<file path="src/rtl/udp_panel_reader_if.sv">
// Request, panel read port and UDP sink bundle for udp_panel_reader.
// master = reader side, slave = requester / memory / UDP core side.
interface udp_panel_reader_if;
  logic        req_valid;
  logic        req_ready;
  logic [2:0]  req_panel;
  logic [13:0] req_addr;
  logic [13:0] req_count;
  logic [31:0] req_ip;
  logic [15:0] req_port;
  logic [5:0]  rd_en;
  logic [15:0] rd_addr;
  logic [23:0] rd_data;
  logic        udp_sink_valid;
  logic        udp_sink_last;
  logic        udp_sink_ready;
  logic [15:0] udp_sink_src_port;
  logic [15:0] udp_sink_dst_port;
  logic [31:0] udp_sink_ip_address;
  logic [15:0] udp_sink_length;
  logic [31:0] udp_sink_data;
  logic        busy;

  modport master (
    input  req_valid, req_panel, req_addr, req_count,
    input  req_ip, req_port, rd_data, udp_sink_ready,
    output req_ready, rd_en, rd_addr,
    output udp_sink_valid, udp_sink_last,
    output udp_sink_src_port, udp_sink_dst_port,
    output udp_sink_ip_address, udp_sink_length,
    output udp_sink_data, busy
  );

  modport slave (
    output req_valid, req_panel, req_addr, req_count,
    output req_ip, req_port, rd_data, udp_sink_ready,
    input  req_ready, rd_en, rd_addr,
    input  udp_sink_valid, udp_sink_last,
    input  udp_sink_src_port, udp_sink_dst_port,
    input  udp_sink_ip_address, udp_sink_length,
    input  udp_sink_data, busy
  );
endinterface

</file>
<file path="src/rtl/udp_panel_reader.sv">
// Panel frame readback: fetches a pixel run and streams it as one UDP packet.
// Define UDP_PANEL_READER_HEADER_EN to prepend the 4-byte A5/panel/count header.
module udp_panel_reader #(
  parameter logic [15:0] PORT_MSB     = 16'h66,
  parameter int          MAX_PIXELS   = 256,
  parameter int          READ_LATENCY = 1
) (
  input logic                clock,
  input logic                reset,
  udp_panel_reader_if.master bus
);

`ifdef UDP_PANEL_READER_HEADER_EN
  localparam bit HDR = 1'b1;
`else
  localparam bit HDR = 1'b0;
`endif

  localparam logic [13:0] MAXP = 14'(MAX_PIXELS);

  typedef enum logic [1:0] {IDLE, FETCH, SEND} state_t;

  state_t      state_q, state_d;
  logic        rdy_q, rdy_d;
  logic [2:0]  panel_q, panel_d;
  logic [31:0] ip_q, ip_d;
  logic [15:0] port_q, port_d;
  logic [15:0] len_q, len_d;
  logic [13:0] rd_addr_q, rd_addr_d;
  logic [13:0] rd_left_q, rd_left_d;
  logic [13:0] wleft_q, wleft_d;
  logic [31:0] cur_q, cur_d;
  logic [31:0] nxt_q, nxt_d;
  logic        nxt_vld_q, nxt_vld_d;
  logic [1:0]  byte_q, byte_d;

  logic [READ_LATENCY-1:0]       pipe_vld_q, pipe_vld_d;
  logic [READ_LATENCY-1:0][13:0] pipe_addr_q, pipe_addr_d;

  logic        accept, issue, cap_vld, hs, valid;
  logic [13:0] n_c;
  logic [31:0] cap_word;
  logic        unused_bits;

  assign accept  = bus.req_valid && rdy_q;
  assign n_c     = (bus.req_count > MAXP) ? MAXP : bus.req_count;
  assign valid   = (state_q == SEND);
  assign hs      = valid && bus.udp_sink_ready;
  assign cap_vld = pipe_vld_q[READ_LATENCY-1];
  assign cap_word = {pipe_addr_q[READ_LATENCY-1],
                     bus.rd_data[21:16],
                     bus.rd_data[13:8],
                     bus.rd_data[5:0]};

  // One read in flight or buffered at a time; the read
  // overlaps the four byte beats of the current word.
  assign issue = (state_q != IDLE) && (rd_left_q != 14'd0) &&
                 !(|pipe_vld_q) && !nxt_vld_q;

  assign unused_bits = ^{bus.rd_data[23:22],
                         bus.rd_data[15:14],
                         bus.rd_data[7:6]};

  always_comb begin
    state_d   = state_q;
    panel_d   = panel_q;
    ip_d      = ip_q;
    port_d    = port_q;
    len_d     = len_q;
    rd_addr_d = rd_addr_q;
    rd_left_d = rd_left_q;
    wleft_d   = wleft_q;
    cur_d     = cur_q;
    nxt_d     = nxt_q;
    nxt_vld_d = nxt_vld_q;
    byte_d    = byte_q;

    pipe_vld_d[0]  = issue;
    pipe_addr_d[0] = rd_addr_q;
    for (int k = 1; k < READ_LATENCY; k++) begin
      pipe_vld_d[k]  = pipe_vld_q[k-1];
      pipe_addr_d[k] = pipe_addr_q[k-1];
    end

    if (issue) begin
      rd_addr_d = rd_addr_q + 14'd1;
      rd_left_d = rd_left_q - 14'd1;
    end

    unique case (state_q)
      IDLE: begin
        if (accept && bus.req_count != 14'd0 &&
            bus.req_panel <= 3'd5) begin
          panel_d   = bus.req_panel;
          ip_d      = bus.req_ip;
          port_d    = bus.req_port;
          len_d     = {n_c, 2'b00} + (HDR ? 16'd4 : 16'd0);
          rd_addr_d = bus.req_addr;
          rd_left_d = n_c;
          wleft_d   = n_c;
          nxt_vld_d = 1'b0;
          byte_d    = 2'd0;
          if (HDR) begin
            cur_d   = {8'hA5, 5'b0, bus.req_panel,
                       2'b0, n_c[13:8], n_c[7:0]};
            state_d = SEND;
          end else begin
            state_d = FETCH;
          end
        end
      end
      FETCH: begin
        if (cap_vld) begin
          cur_d   = cap_word;
          wleft_d = wleft_q - 14'd1;
          byte_d  = 2'd0;
          state_d = SEND;
        end
      end
      SEND: begin
        if (cap_vld) begin
          nxt_d     = cap_word;
          nxt_vld_d = 1'b1;
        end
        if (hs) begin
          byte_d = byte_q + 2'd1;
          if (byte_q == 2'd3) begin
            if (wleft_q == 14'd0) begin
              state_d = IDLE;
            end else if (nxt_vld_q) begin
              cur_d     = nxt_q;
              nxt_vld_d = 1'b0;
              wleft_d   = wleft_q - 14'd1;
            end else if (cap_vld) begin
              cur_d     = cap_word;
              nxt_vld_d = 1'b0;
              wleft_d   = wleft_q - 14'd1;
            end else begin
              state_d = FETCH;
            end
          end
        end
      end
      default: state_d = IDLE;
    endcase

    rdy_d = (state_d == IDLE);
  end

  always_ff @(posedge clock) begin
    if (reset) begin
      state_q     <= IDLE;
      rdy_q       <= 1'b0;
      panel_q     <= '0;
      ip_q        <= '0;
      port_q      <= '0;
      len_q       <= '0;
      rd_addr_q   <= '0;
      rd_left_q   <= '0;
      wleft_q     <= '0;
      cur_q       <= '0;
      nxt_q       <= '0;
      nxt_vld_q   <= 1'b0;
      byte_q      <= '0;
      pipe_vld_q  <= '0;
      pipe_addr_q <= '0;
    end else begin
      state_q     <= state_d;
      rdy_q       <= rdy_d;
      panel_q     <= panel_d;
      ip_q        <= ip_d;
      port_q      <= port_d;
      len_q       <= len_d;
      rd_addr_q   <= rd_addr_d;
      rd_left_q   <= rd_left_d;
      wleft_q     <= wleft_d;
      cur_q       <= cur_d;
      nxt_q       <= nxt_d;
      nxt_vld_q   <= nxt_vld_d;
      byte_q      <= byte_d;
      pipe_vld_q  <= pipe_vld_d;
      pipe_addr_q <= pipe_addr_d;
    end
  end

  assign bus.req_ready = rdy_q;
  assign bus.busy      = (state_q != IDLE);
  assign bus.rd_en     = issue ? 6'(6'd1 << panel_q) : 6'd0;
  assign bus.rd_addr   = issue ? {2'b00, rd_addr_q} : 16'd0;

  assign bus.udp_sink_valid = valid;
  assign bus.udp_sink_last  = valid && (byte_q == 2'd3) &&
                              (wleft_q == 14'd0);
  assign bus.udp_sink_data  = {24'h0, cur_q[{~byte_q, 3'b000} +: 8]};
  assign bus.udp_sink_src_port =
    (state_q != IDLE) ? {PORT_MSB[7:0], 5'b0, panel_q} : 16'h0;
  assign bus.udp_sink_dst_port   = port_q;
  assign bus.udp_sink_ip_address = ip_q;
  assign bus.udp_sink_length     = len_q;

endmodule

</file>
<file path="src/flat_wrapper.sv">
// flat-port wrapper written by rule: the top's interface ports become plain ports
module udp_panel_reader_flat 
#(
  parameter logic [15:0] PORT_MSB     = 16'h66,
  parameter int          MAX_PIXELS   = 256,
  parameter int          READ_LATENCY = 1
)
  (clock, reset, bus_req_valid, bus_req_panel, bus_req_addr, bus_req_count, bus_req_ip, bus_req_port, bus_rd_data, bus_udp_sink_ready, bus_req_ready, bus_rd_en, bus_rd_addr, bus_udp_sink_valid, bus_udp_sink_last, bus_udp_sink_src_port, bus_udp_sink_dst_port, bus_udp_sink_ip_address, bus_udp_sink_length, bus_udp_sink_data, bus_busy);
  udp_panel_reader_if bus_i ();
  input logic clock;
  input logic reset;
  input wire logic [$bits(bus_i.req_valid)-1:0] bus_req_valid;
  input wire logic [$bits(bus_i.req_panel)-1:0] bus_req_panel;
  input wire logic [$bits(bus_i.req_addr)-1:0] bus_req_addr;
  input wire logic [$bits(bus_i.req_count)-1:0] bus_req_count;
  input wire logic [$bits(bus_i.req_ip)-1:0] bus_req_ip;
  input wire logic [$bits(bus_i.req_port)-1:0] bus_req_port;
  input wire logic [$bits(bus_i.rd_data)-1:0] bus_rd_data;
  input wire logic [$bits(bus_i.udp_sink_ready)-1:0] bus_udp_sink_ready;
  output wire logic [$bits(bus_i.req_ready)-1:0] bus_req_ready;
  output wire logic [$bits(bus_i.rd_en)-1:0] bus_rd_en;
  output wire logic [$bits(bus_i.rd_addr)-1:0] bus_rd_addr;
  output wire logic [$bits(bus_i.udp_sink_valid)-1:0] bus_udp_sink_valid;
  output wire logic [$bits(bus_i.udp_sink_last)-1:0] bus_udp_sink_last;
  output wire logic [$bits(bus_i.udp_sink_src_port)-1:0] bus_udp_sink_src_port;
  output wire logic [$bits(bus_i.udp_sink_dst_port)-1:0] bus_udp_sink_dst_port;
  output wire logic [$bits(bus_i.udp_sink_ip_address)-1:0] bus_udp_sink_ip_address;
  output wire logic [$bits(bus_i.udp_sink_length)-1:0] bus_udp_sink_length;
  output wire logic [$bits(bus_i.udp_sink_data)-1:0] bus_udp_sink_data;
  output wire logic [$bits(bus_i.busy)-1:0] bus_busy;
  assign bus_i.req_valid = bus_req_valid;
  assign bus_i.req_panel = bus_req_panel;
  assign bus_i.req_addr = bus_req_addr;
  assign bus_i.req_count = bus_req_count;
  assign bus_i.req_ip = bus_req_ip;
  assign bus_i.req_port = bus_req_port;
  assign bus_i.rd_data = bus_rd_data;
  assign bus_i.udp_sink_ready = bus_udp_sink_ready;
  assign bus_req_ready = bus_i.req_ready;
  assign bus_rd_en = bus_i.rd_en;
  assign bus_rd_addr = bus_i.rd_addr;
  assign bus_udp_sink_valid = bus_i.udp_sink_valid;
  assign bus_udp_sink_last = bus_i.udp_sink_last;
  assign bus_udp_sink_src_port = bus_i.udp_sink_src_port;
  assign bus_udp_sink_dst_port = bus_i.udp_sink_dst_port;
  assign bus_udp_sink_ip_address = bus_i.udp_sink_ip_address;
  assign bus_udp_sink_length = bus_i.udp_sink_length;
  assign bus_udp_sink_data = bus_i.udp_sink_data;
  assign bus_busy = bus_i.busy;
  udp_panel_reader #(.PORT_MSB(PORT_MSB), .MAX_PIXELS(MAX_PIXELS), .READ_LATENCY(READ_LATENCY)) u_core (.clock(clock), .reset(reset), .bus(bus_i));
endmodule
</file>
<file path="config.mk">
export PLATFORM = sky130hd
export DESIGN_NAME = udp_panel_reader_flat
export DESIGN_NICKNAME = d
export VERILOG_FILES = /design/src/rtl/udp_panel_reader_if.sv /design/src/rtl/udp_panel_reader.sv /design/src/flat_wrapper.sv
export SDC_FILE = /design/constraint.sdc
export NUM_CORES = 1
export LEC_CHECK = 0
export CAP_MARGIN = 20
export CORE_MARGIN = 2
export CORE_UTILIZATION = 49
export DETAILED_ROUTE_END_ITERATION = 10
export GPL_ROUTABILITY_DRIVEN = 0
export GPL_TIMING_DRIVEN = 0
export PLACE_DENSITY = 0.87
export SYNTH_ARGS = -nofsm -noshare
export SYNTH_HDL_FRONTEND = slang
export SYNTH_SLANG_ARGS = --single-unit
</file>
<file path="constraint.sdc">
create_clock -name clock -period 6.5 [get_ports clock]
set_clock_uncertainty 0.2 [all_clocks]
set_input_delay 1.3 -clock clock [delete_from_list [all_inputs] [get_ports clock]]
set_output_delay 1.3 -clock clock [all_outputs]
set_load 0.05 [all_outputs]
</file>
==> results.md <==
* Outcome: completed
* Hold WS at 256 ps
* Post-synthesis cell area at 9150 um^2
* Number of antenna diodes at 0
* Die height at 141 um
* MaxCap Viol Count at 0
* GRT Total Usage at 27.8%
* DRT met1 WL at 11000 um
* P_leak at 4.29 nW
* Critical path fanouts, max at 10
* Min-delay worst type: register to register
* Top cells by area, synth: dfxtp_1, nand2_1, a21oi_1
* CP delay by family, top: buffers and inverters
* Via count at 9071
* Ys async rst share at 0%
* Buf/Inv on CP at 4
* WP data arrival at 4040 ps
* Met2 WL at 13500 um
* Mapped Cells at 1128
* Worst path cell trace: inv_1, ha_1, clkbuf_1, nor3_2, nand2_1, inv_1, nand2_1, nor3b_1, clkdlybuf4s50_1
* Sink Count at 192
* RSZ-0062 raised after global routing: no
* Core Box Area at 18100 um^2
* Top cell type's share of synthesized area at 42.0%
* Top post-synthesis cells by count: nand2_1, dfxtp_1, a21oi_1, clkbuf_1, o21ai_0
* DR WL met3 at 2650 um
* Port Buf Inserts at 200
* Worst setup SP type: register
* Final setup fails at 0
* Slew @ Worst Pin at 933 ps
* First-pass GRT wire length at 44400 um
* Starting DRT DRC Count at 932
* CP max stage cell: clkdlybuf4s50_1
* Largest net degree at the start of global routing at 22
* Number of global-route vias before repair at 8574
* Initial antenna violation count at 0
* Post-CTS setup buffer count at 0
* Die Wd at 141 um
* CTS Root Cell: clkbuf_16
* Skew-Pair Late Insertion Delay at 450 ps
* Clk pin slew, worst setup/hold paths at 80 ps
* PD cells at 246 nW/um^2
* CTS H-Tree Depth at 4
* Cell variety after synth at 65
* Max VDD drop at 0.212 mV
* FP Rows at 49
* Total grt overflow at 0
* Final min period at 5540 ps
* Number of remaining DRC errors at 0
* Critical path type: register to output pin
* Final Max Slew Viols at 0
* Routed length per instance at 17.2 um
* Setup total negative slack at 0 ps
* Worst Hold Depth at 2
* R2R depth at 9
* Initial cell density of the core at 50.4%
* Share of cells above drive strength 1 at 8.52%
* Post-synthesis sequential element count at 192
* Pre-Repair DR Iteration Count at 6
* Vias per cell at 5.58
* # IOs at 245
* Drt total wl at 27900 um
* Leading area contributor after synthesis: dfxtp_1
* CTS tree: yes
* Detail Placement HPWL at 20400 um
* Crit path largest cell delay at 850 ps
* Layout area overhead at 33.3%
* Max Root-Sink Buffers at 2
* Endpoints failing hold at 0
* Sequential fraction of the synthesis area at 42.0%
* Hold-fix buffers, CTS at 0
* Rel. slew slack at 36.9%
* Max layer used: met4
* Post-layout nets at 1499
* Most frequent cell after synthesis: nand2_1
* F_max at 181 MHz
* YS warnings at 0
* Die Area at 19800 um^2
* Top_reg_cell synth: dfxtp_1
* Period utilisation layout at 85.2%
* Avg Cell Area, Syn at 8.11 um^2
* Gates resized, CTS repair at 0
* WP data required at 5000 ps
* Crit path depth at 9
* TritonCTS buffer count at 17
* Post-synth EDFFs at 0
* Detail Route Antenna Nets at 0
* Crit path capture type: output pin
==> registers in the layout (all words and copies together), names as in the netlist <==
signal / flops
u_core.state_q: 2
u_core.wleft_q: 14
u_core.bus.req_ready: 1
u_core.cur_q: 32
u_core.pipe_addr_q: 14
u_core.bus.udp_sink_ip_address: 32
u_core.byte_q: 2
u_core.bus.udp_sink_length: 14
u_core.cap_vld: 1
u_core.pipe_addr_d: 14
u_core.panel_q: 3
u_core.rd_left_q: 14
u_core.nxt_q: 32
u_core.bus.udp_sink_dst_port: 16
u_core.nxt_vld_q: 1
==> through the flow <==
step,instances,area (um^2),utilization (%),worst slack (ps),power [mW]
5_1_grt,1625,12200,67.2,756,3.10
3_5_place_dp,1593,11600,63.8,1530,1.94
4_1_cts,1625,12200,67.2,1020,2.99
3_3_place_gp,1593,11600,63.8,1560,1.92
6_report,1625,12200,67.2,963,3.00
2_1_floorplan,1164,9290,-,2010,1.72
==> worst reg2reg max path: stages, from the launching register on <==
cell	delay, ps
dfxtp_1	420
inv_1	90
ha_1	220
clkbuf_1	270
nor3_2	640
nand2_1	430
inv_1	340
ha_1	290
nand2_1	60
a21oi_1	70
==> kinds of logic after synthesis <==
family	after synthesis	share of synthesized area, %
xor+xnor	25	2.39
other cells	1	0.0410
simple gates	464	23.4
mux	40	5.47
buf+inv	133	7.64
compound gates	264	17.8
fa+ha+maj	9	1.23
flops	192	42.0
==> final timing paths <==
| check | from | to | slack [ps] |
|---|---|---|---|
| max reg2reg | u_core.state_q[0] | u_core.pipe_addr_d[0] | 3330 |
| min reg2reg | u_core.bus.udp_sink_dst_port[4] | u_core.bus.udp_sink_dst_port[4] | 260 |
| max | u_core.state_q[0] | bus_rd_en[3] | 960 |
| min | u_core.bus.udp_sink_dst_port[4] | u_core.bus.udp_sink_dst_port[4] | 260 |
==> metal layers <==
metal	GRT usage [%]	up-vias
li1	-	4360
met1	34.3	4187
met2	46.4	469
met3	7.47	55
met4	11.3	0
met5	0	-
==> cell type report <==
class | instances | area, um^2
timing repair buffer | 200 | 2000
fill | 1447 | 5950
inverter | 13 | 48.8
multi-input combinational | 839 | 4740
sequential | 192 | 3840
buffer | 120 | 651
clock buffer | 18 | 429
clock inverter | 14 | 193
tap | 229 | 287
==> power breakdown <==
| group | internal [mW] | total (mW) | leakage (nW) | switching (mW) |
|---|---|---|---|---|
| Clock | 0.529 | 1.08 | 0.299 | 0.549 |
| Combinational | 0.230 | 0.659 | 2.43 | 0.430 |
| Sequential | 1.22 | 1.27 | 1.55 | 0.0452 |
==> layout by cell type, fill, tap and decap left out, types with 4 or more instances in the layout <==
cell	netlist	layout
clkbuf_16	0	17
clkbuf_1	57	58
buf_2	13	13
clkinv_8	0	7
nand4_1	9	9
buf_6	4	4
dfxtp_1	192	192
inv_1	13	13
nor2_1	40	40
nor2b_1	18	18
xor2_1	8	8
o21ai_0	42	42
o31ai_1	4	4
or4_1	7	7
nor4_1	15	15
and3_1	21	21
and2_1	4	4
a21oi_2	9	9
xnor2_1	17	17
conb_1	1	37
a21oi_1	127	127
nor3b_1	5	5
o211ai_1	5	5
mux2i_1	32	32
clkdlybuf4s50_1	0	200
buf_4	41	41
buf_1	5	5
a311oi_1	4	4
nor3_1	19	19
o2bb2ai_1	5	5
inv_8	0	4
nand3_1	12	12
a22o_1	15	15
mux4_2	8	8
a211oi_1	20	20
nand2_1	285	285
a31oi_1	7	7
ha_1	9	9
nor4b_1	6	6
Note: power is estimated with default switching activity, not from simulation.
